$ cat config.mk
export PLATFORM = sky130hd
export DESIGN_NAME = mmio_rd_scheduler
export DESIGN_NICKNAME = d
export VERILOG_FILES = /design/src/rtl/mmio_rd_scheduler.sv
export SDC_FILE = /design/constraint.sdc
export NUM_CORES = 1
export LEC_CHECK = 0
export ABC_AREA = 1
export CAP_MARGIN = 20
export CORE_MARGIN = 3
export CORE_UTILIZATION = 56
export DETAILED_ROUTE_END_ITERATION = 6
export PLACE_DENSITY = 0.9
export REMOVE_ABC_BUFFERS = 1
export SLEW_MARGIN = 20
export SYNTH_ARGS = -nofsm -noshare
export SYNTH_HDL_FRONTEND = slang
export SYNTH_SLANG_ARGS = --single-unit
$ cat constraint.sdc
create_clock -name clk -period 4.2 [get_ports clk]
set_input_delay 0.84 -clock clk [delete_from_list [all_inputs] [get_ports clk]]
set_output_delay 0.84 -clock clk [all_outputs]
set_load 0.005 [all_outputs]
$ cat src/rtl/mmio_rd_scheduler.sv
// MMIO read scheduler: queues read requests, issues them under an outstanding-read
// allowance, tracks completions with a per-read timeout, and supports queue flush.
module mmio_rd_scheduler #(
  parameter int DEPTH          = 4,
  parameter int READ_ALLOWANCE = 1,
  parameter int TAG_WIDTH      = 10,
  parameter int LADDR_WIDTH    = 7,
  parameter int TIMEOUT_CYCLES = 1024
) (
  input  logic                   clk,
  input  logic                   rst,
  input  logic                   i_req_valid,
  output logic                   o_req_ready,
  input  logic [TAG_WIDTH-1:0]   i_req_tag,
  input  logic [1:0]             i_req_length,
  input  logic [15:0]            i_req_id,
  input  logic [LADDR_WIDTH-1:0] i_req_laddr,
  input  logic [2:0]             i_req_attr,
  input  logic [2:0]             i_req_tc,
  output logic                   o_tlp_rd,
  output logic [TAG_WIDTH-1:0]   o_tlp_rd_tag,
  output logic [1:0]             o_tlp_rd_length,
  output logic [15:0]            o_tlp_rd_req_id,
  output logic [LADDR_WIDTH-1:0] o_tlp_rd_lower_addr,
  output logic [2:0]             o_tlp_rd_attr,
  output logic [2:0]             o_tlp_rd_tc,
  input  logic                   i_cpl_done,
  input  logic                   i_flush,
  output logic                   o_timeout,
  output logic [3:0]             o_outstanding,
  output logic [4:0]             o_fifo_count,
  output logic                   o_state
);

  localparam int AW = $clog2(DEPTH);
  localparam int TW = $clog2(TIMEOUT_CYCLES);

  typedef struct packed {
    logic [TAG_WIDTH-1:0]   tag;
    logic [1:0]             len;
    logic [15:0]            id;
    logic [LADDR_WIDTH-1:0] laddr;
    logic [2:0]             attr;
    logic [2:0]             tc;
  } req_t;

  typedef enum logic {RUN = 1'b0, FLUSH = 1'b1} state_e;

  req_t          mem_q [DEPTH];
  req_t          req_in;
  logic [AW-1:0] wptr_q, wptr_d, rptr_q, rptr_d;
  logic [AW:0]   cnt_q, cnt_d;
  logic [3:0]    out_q, out_d;
  logic [TW-1:0] tmo_q, tmo_d;
  state_e        state_q, state_d;
  logic          rd_q, rd_d;
  logic          to_q, to_d;
  req_t          meta_q, meta_d;

  logic push, issue, discard, pop, fire, dec;

  assign req_in = '{tag: i_req_tag, len: i_req_length, id: i_req_id,
                    laddr: i_req_laddr, attr: i_req_attr, tc: i_req_tc};

  // Ready is masked by rst so nothing can be accepted during reset.
  assign o_req_ready = !rst && (state_q == RUN) && (cnt_q < (AW+1)'(DEPTH));

  always_comb begin
    push    = i_req_valid && o_req_ready;
    issue   = (state_q == RUN) && (cnt_q != '0) && (out_q < 4'(READ_ALLOWANCE));
    discard = (state_q == FLUSH) && (cnt_q != '0);
    pop     = issue || discard;

    // Timer measures idle time since the last issue or completion.
    fire  = 1'b0;
    tmo_d = tmo_q + TW'(1);
    if (issue || i_cpl_done || out_q == '0) begin
      tmo_d = '0;
    end else if (tmo_q == TW'(TIMEOUT_CYCLES-1)) begin
      tmo_d = '0;
      fire  = 1'b1;
    end

    dec    = (i_cpl_done && out_q != '0) || fire;
    out_d  = out_q + {3'b0, issue} - {3'b0, dec};
    cnt_d  = cnt_q + {{AW{1'b0}}, push} - {{AW{1'b0}}, pop};
    wptr_d = push ? wptr_q + AW'(1) : wptr_q;
    rptr_d = pop  ? rptr_q + AW'(1) : rptr_q;

    rd_d   = issue;
    to_d   = fire;
    meta_d = issue ? mem_q[rptr_q] : meta_q;

    state_d = state_q;
    case (state_q)
      RUN:   if (i_flush) state_d = FLUSH;
      FLUSH: if (cnt_q == '0 && out_q == '0 && !i_flush) state_d = RUN;
      default: state_d = RUN;
    endcase
  end

  always_ff @(posedge clk) begin
    if (rst) begin
      wptr_q  <= '0;
      rptr_q  <= '0;
      cnt_q   <= '0;
      out_q   <= '0;
      tmo_q   <= '0;
      state_q <= RUN;
      rd_q    <= 1'b0;
      to_q    <= 1'b0;
      meta_q  <= '0;
    end else begin
      wptr_q  <= wptr_d;
      rptr_q  <= rptr_d;
      cnt_q   <= cnt_d;
      out_q   <= out_d;
      tmo_q   <= tmo_d;
      state_q <= state_d;
      rd_q    <= rd_d;
      to_q    <= to_d;
      meta_q  <= meta_d;
    end
  end

  // Storage needs no reset: entries are only read behind a valid count.
  always_ff @(posedge clk) begin
    if (push) mem_q[wptr_q] <= req_in;
  end

  assign o_tlp_rd            = rd_q;
  assign o_tlp_rd_tag        = meta_q.tag;
  assign o_tlp_rd_length     = meta_q.len;
  assign o_tlp_rd_req_id     = meta_q.id;
  assign o_tlp_rd_lower_addr = meta_q.laddr;
  assign o_tlp_rd_attr       = meta_q.attr;
  assign o_tlp_rd_tc         = meta_q.tc;
  assign o_timeout           = to_q;
  assign o_outstanding       = out_q;
  assign o_fifo_count        = 5'(cnt_q);
  assign o_state             = state_q;

endmodule

==> results.md <==
- Status: completed
- Total grt overflow: 0
- Reg clk slew, reported paths: roughly 0.06 ns
- Sw Share: 31.42%
- Commonest non-fill, non-tap cells in the layout: nor2_1 (229), edfxtp_1 (164), nand2_1 (105)
- WP data arrival: 2.23 ns
- Die ar.: about 18000 sq um
- Fill count: roughly 1100
- Setup TNS: 0 ns
- Class of the worst hold path: reg -> reg
- Synthesis Warnings: 0
- Mapped cell area: 9105 sq um
- Antenna Diode Count: 0
- Post-DP HPWL: around 11 mm
- Slew headroom: between 30% and 40%
- Root Buffer Master: clkbuf_16
- Clock Power Share: 28.8%
- DR vias: 6200
- Crit path time final: 3.067 ns
- Yosys top cell by area: edfxtp_1
- Drt wl/cell: 15.80 um
- Sink Count: 229
- Tcrit/Tclk final: between 70 and 80%
- Pin count of the biggest net entering global routing: 85
- Die H: 133.5 um
- Vias/cell: 5.259
- CTS buffer count: 23
- Layout cells sized above 1: 5.785%
- Leak pwr: 4.079 nW
- CP required: 3.36 ns
- Pint: 4.700 mW
- Io pins: 100
- Core Region: 15540 sq um
- Fin. Hold Viols: 0
- Fin area: 10940 sq um
- Postcts setup bufs: 0
- Most common cell after layout, fill and taps aside: nor2_1
- Final setup fails: 0
- Sequential area share after synthesis: 68.38%
- First-pass GRT wire length: 30.34 mm
- Post-CTS sizing: 0
- Post-synth cell types: 27
- Starting Density: between 50 and 60%
- PortBufs: 97
- ANT nets after route: 0
- WL final: 18.63 mm
- Pwr dens: about 630 nW/um^2
- Worst clock skew: roughly 0.011 ns
- Initial antenna violation count: 0
- Syn avg cell area: 10.59 sq um
- Detailed router's first-iteration violation count: 504
- Syn Inst Count: 860
- Max clock buf depth: 3
- # DRC: 0
- Setup repair after global routing missed its margin: false
- Crit path max fanout: 12
- Pins over their slew limit: 0
- Combinational share of power: 29.5%
- Worst-Margin Slew: between 0.9 and 1 ns
- Crit start category: primary input
- Post-synth top area share: between 50% and 60%
- Placed instance area: 10210 sq um
- Max frequency: approximately 330 MHz
- Layout area overhead: 20.19%
- Detailed-router iteration count before antenna repair: 5
- Crit path kind: in -> out
- Hold buffer count at CTS: 0
- Max-cap violations: 0
- Synth area leaders: edfxtp_1 (54%), dfxtp_1 (14%), nor2_1 (9.6%)
- Number of synthesized register bits: 229
- Placer Congestion: 0.7320
- Worst-Skew Late Latency: approximately 0.5 ns
- Die Span X: 133.5 um
- Worst IR Drop VDD: 0.3605 mV
- CTS tree: done
- Worst Setup End Kind: output port
- Nets: 1012
- Layout Utilization: between 70% and 80%
- Row count: 45
- H-tree depth: 1
- Register share of total power: 41.7%
- Vias in the first global route: 6154
- Gr usage total: 21.05%
- Switching Power: between 2 and 2.5 mW
==> worst max-delay path, cell delays in order <==
cell	delay [ns]
clkdlybuf4s50_1	0.39
buf_4	0.18
nor3_1	0.25
clkdlybuf4s50_1	0.56
==> through the flow <==
stage               power, mW  hold WS, ns  std cells  worst slack [ns]
finish                  6.854       0.4563       1179             1.133
global route            7.298       0.4719       1179             1.076
CTS                     6.891       0.4549       1179             1.147
detailed placement      4.901       0.4464       1137            0.8237
global placement        4.813       0.4264       1137            0.8943
floorplan               4.066       0.4175        818            0.7386
==> power groups by stage <==
stage | clock network, mW | logic (mW) | registers (mW)
6_report | 1.98 | 2.02 | 2.86
5_1_grt | 2.10 | 2.31 | 2.89
4_1_cts | 2.00 | 2.04 | 2.86
3_5_place_dp | 0 | 2.00 | 2.90
3_3_place_gp | 0 | 1.92 | 2.89
2_1_floorplan | 0 | 1.11 | 2.96
==> final timing paths <==
check                                    from                          end  slack, ns  cells past startpoint
hold / removal            tmo_q[0]$_SDFF_PP0_          tmo_q[0]$_SDFF_PP0_       0.46                      1
hold reg to reg           tmo_q[0]$_SDFF_PP0_          tmo_q[0]$_SDFF_PP0_       0.46                      1
setup reg to reg  o_outstanding[2]$_SDFF_PP0_  o_outstanding[2]$_SDFF_PP0_       1.45                     13
setup / recovery                          rst                  o_req_ready       1.13                      4
==> state kept, by name (all words and copies together), names as in the netlist, 3 cells and up <==
signal / flops
mem_q: 164
o_tlp_rd_tc: 3
o_tlp_rd_tag: 10
o_outstanding: 4
o_tlp_rd_req_id: 16
cnt_q: 3
tmo_q: 10
o_tlp_rd_lower_addr: 7
o_tlp_rd_attr: 3
==> layout make-up <==
type                            count  area, sq um  share of cell area, %
Sequential cell                   229         6231                  56.94
Multi-Input combinational cell    517         2392                  21.86
Timing Repair Buffer              108         1054                  9.627
Clock buffer                       31        625.6                  5.717
Inverter                           72        270.3                  2.470
Tap cell                          211        264.0                  2.413
Clock inverter                     11        106.4                 0.9719
==> cells in the mapped netlist <==
cell and count:
a21oi_1 8, buf_1 1, buf_2 19, buf_4 5, buf_6 7, clkbuf_1 10
clkbuf_2 1, conb_1 1, dfxtp_1 65, edfxtp_1 164, fa_1 2, ha_1 13
inv_1 70, inv_2 2, nand2_1 105, nand2_2 2, nand3_1 7, nand3_2 1
nand4_1 2, nand4_4 1, nor2_1 233, nor3_1 2, o21ai_0 78, o21ai_1 50
or2_2 1, xnor2_1 4, xor2_1 6
==> logic make-up after synthesis <==
kind of cell	after synthesis	synth area share, %
AND/OR/NAND/NOR	354	15.12
AO/OA/AOI/OAI	136	7.476
XOR/XNOR	10	0.9619
other	1	0.04119
flip-flops	229	68.38
buffers and inverters	115	5.799
adder cells (fa/ha/maj)	15	2.226
==> routing by layer <==
metal,GRT usage [%],wire length (um)
met5,0,0
met4,6.686,361
met3,3.890,1073
met2,37.08,9521
met1,26.52,7670
Power figures use the tool's default switching activity.
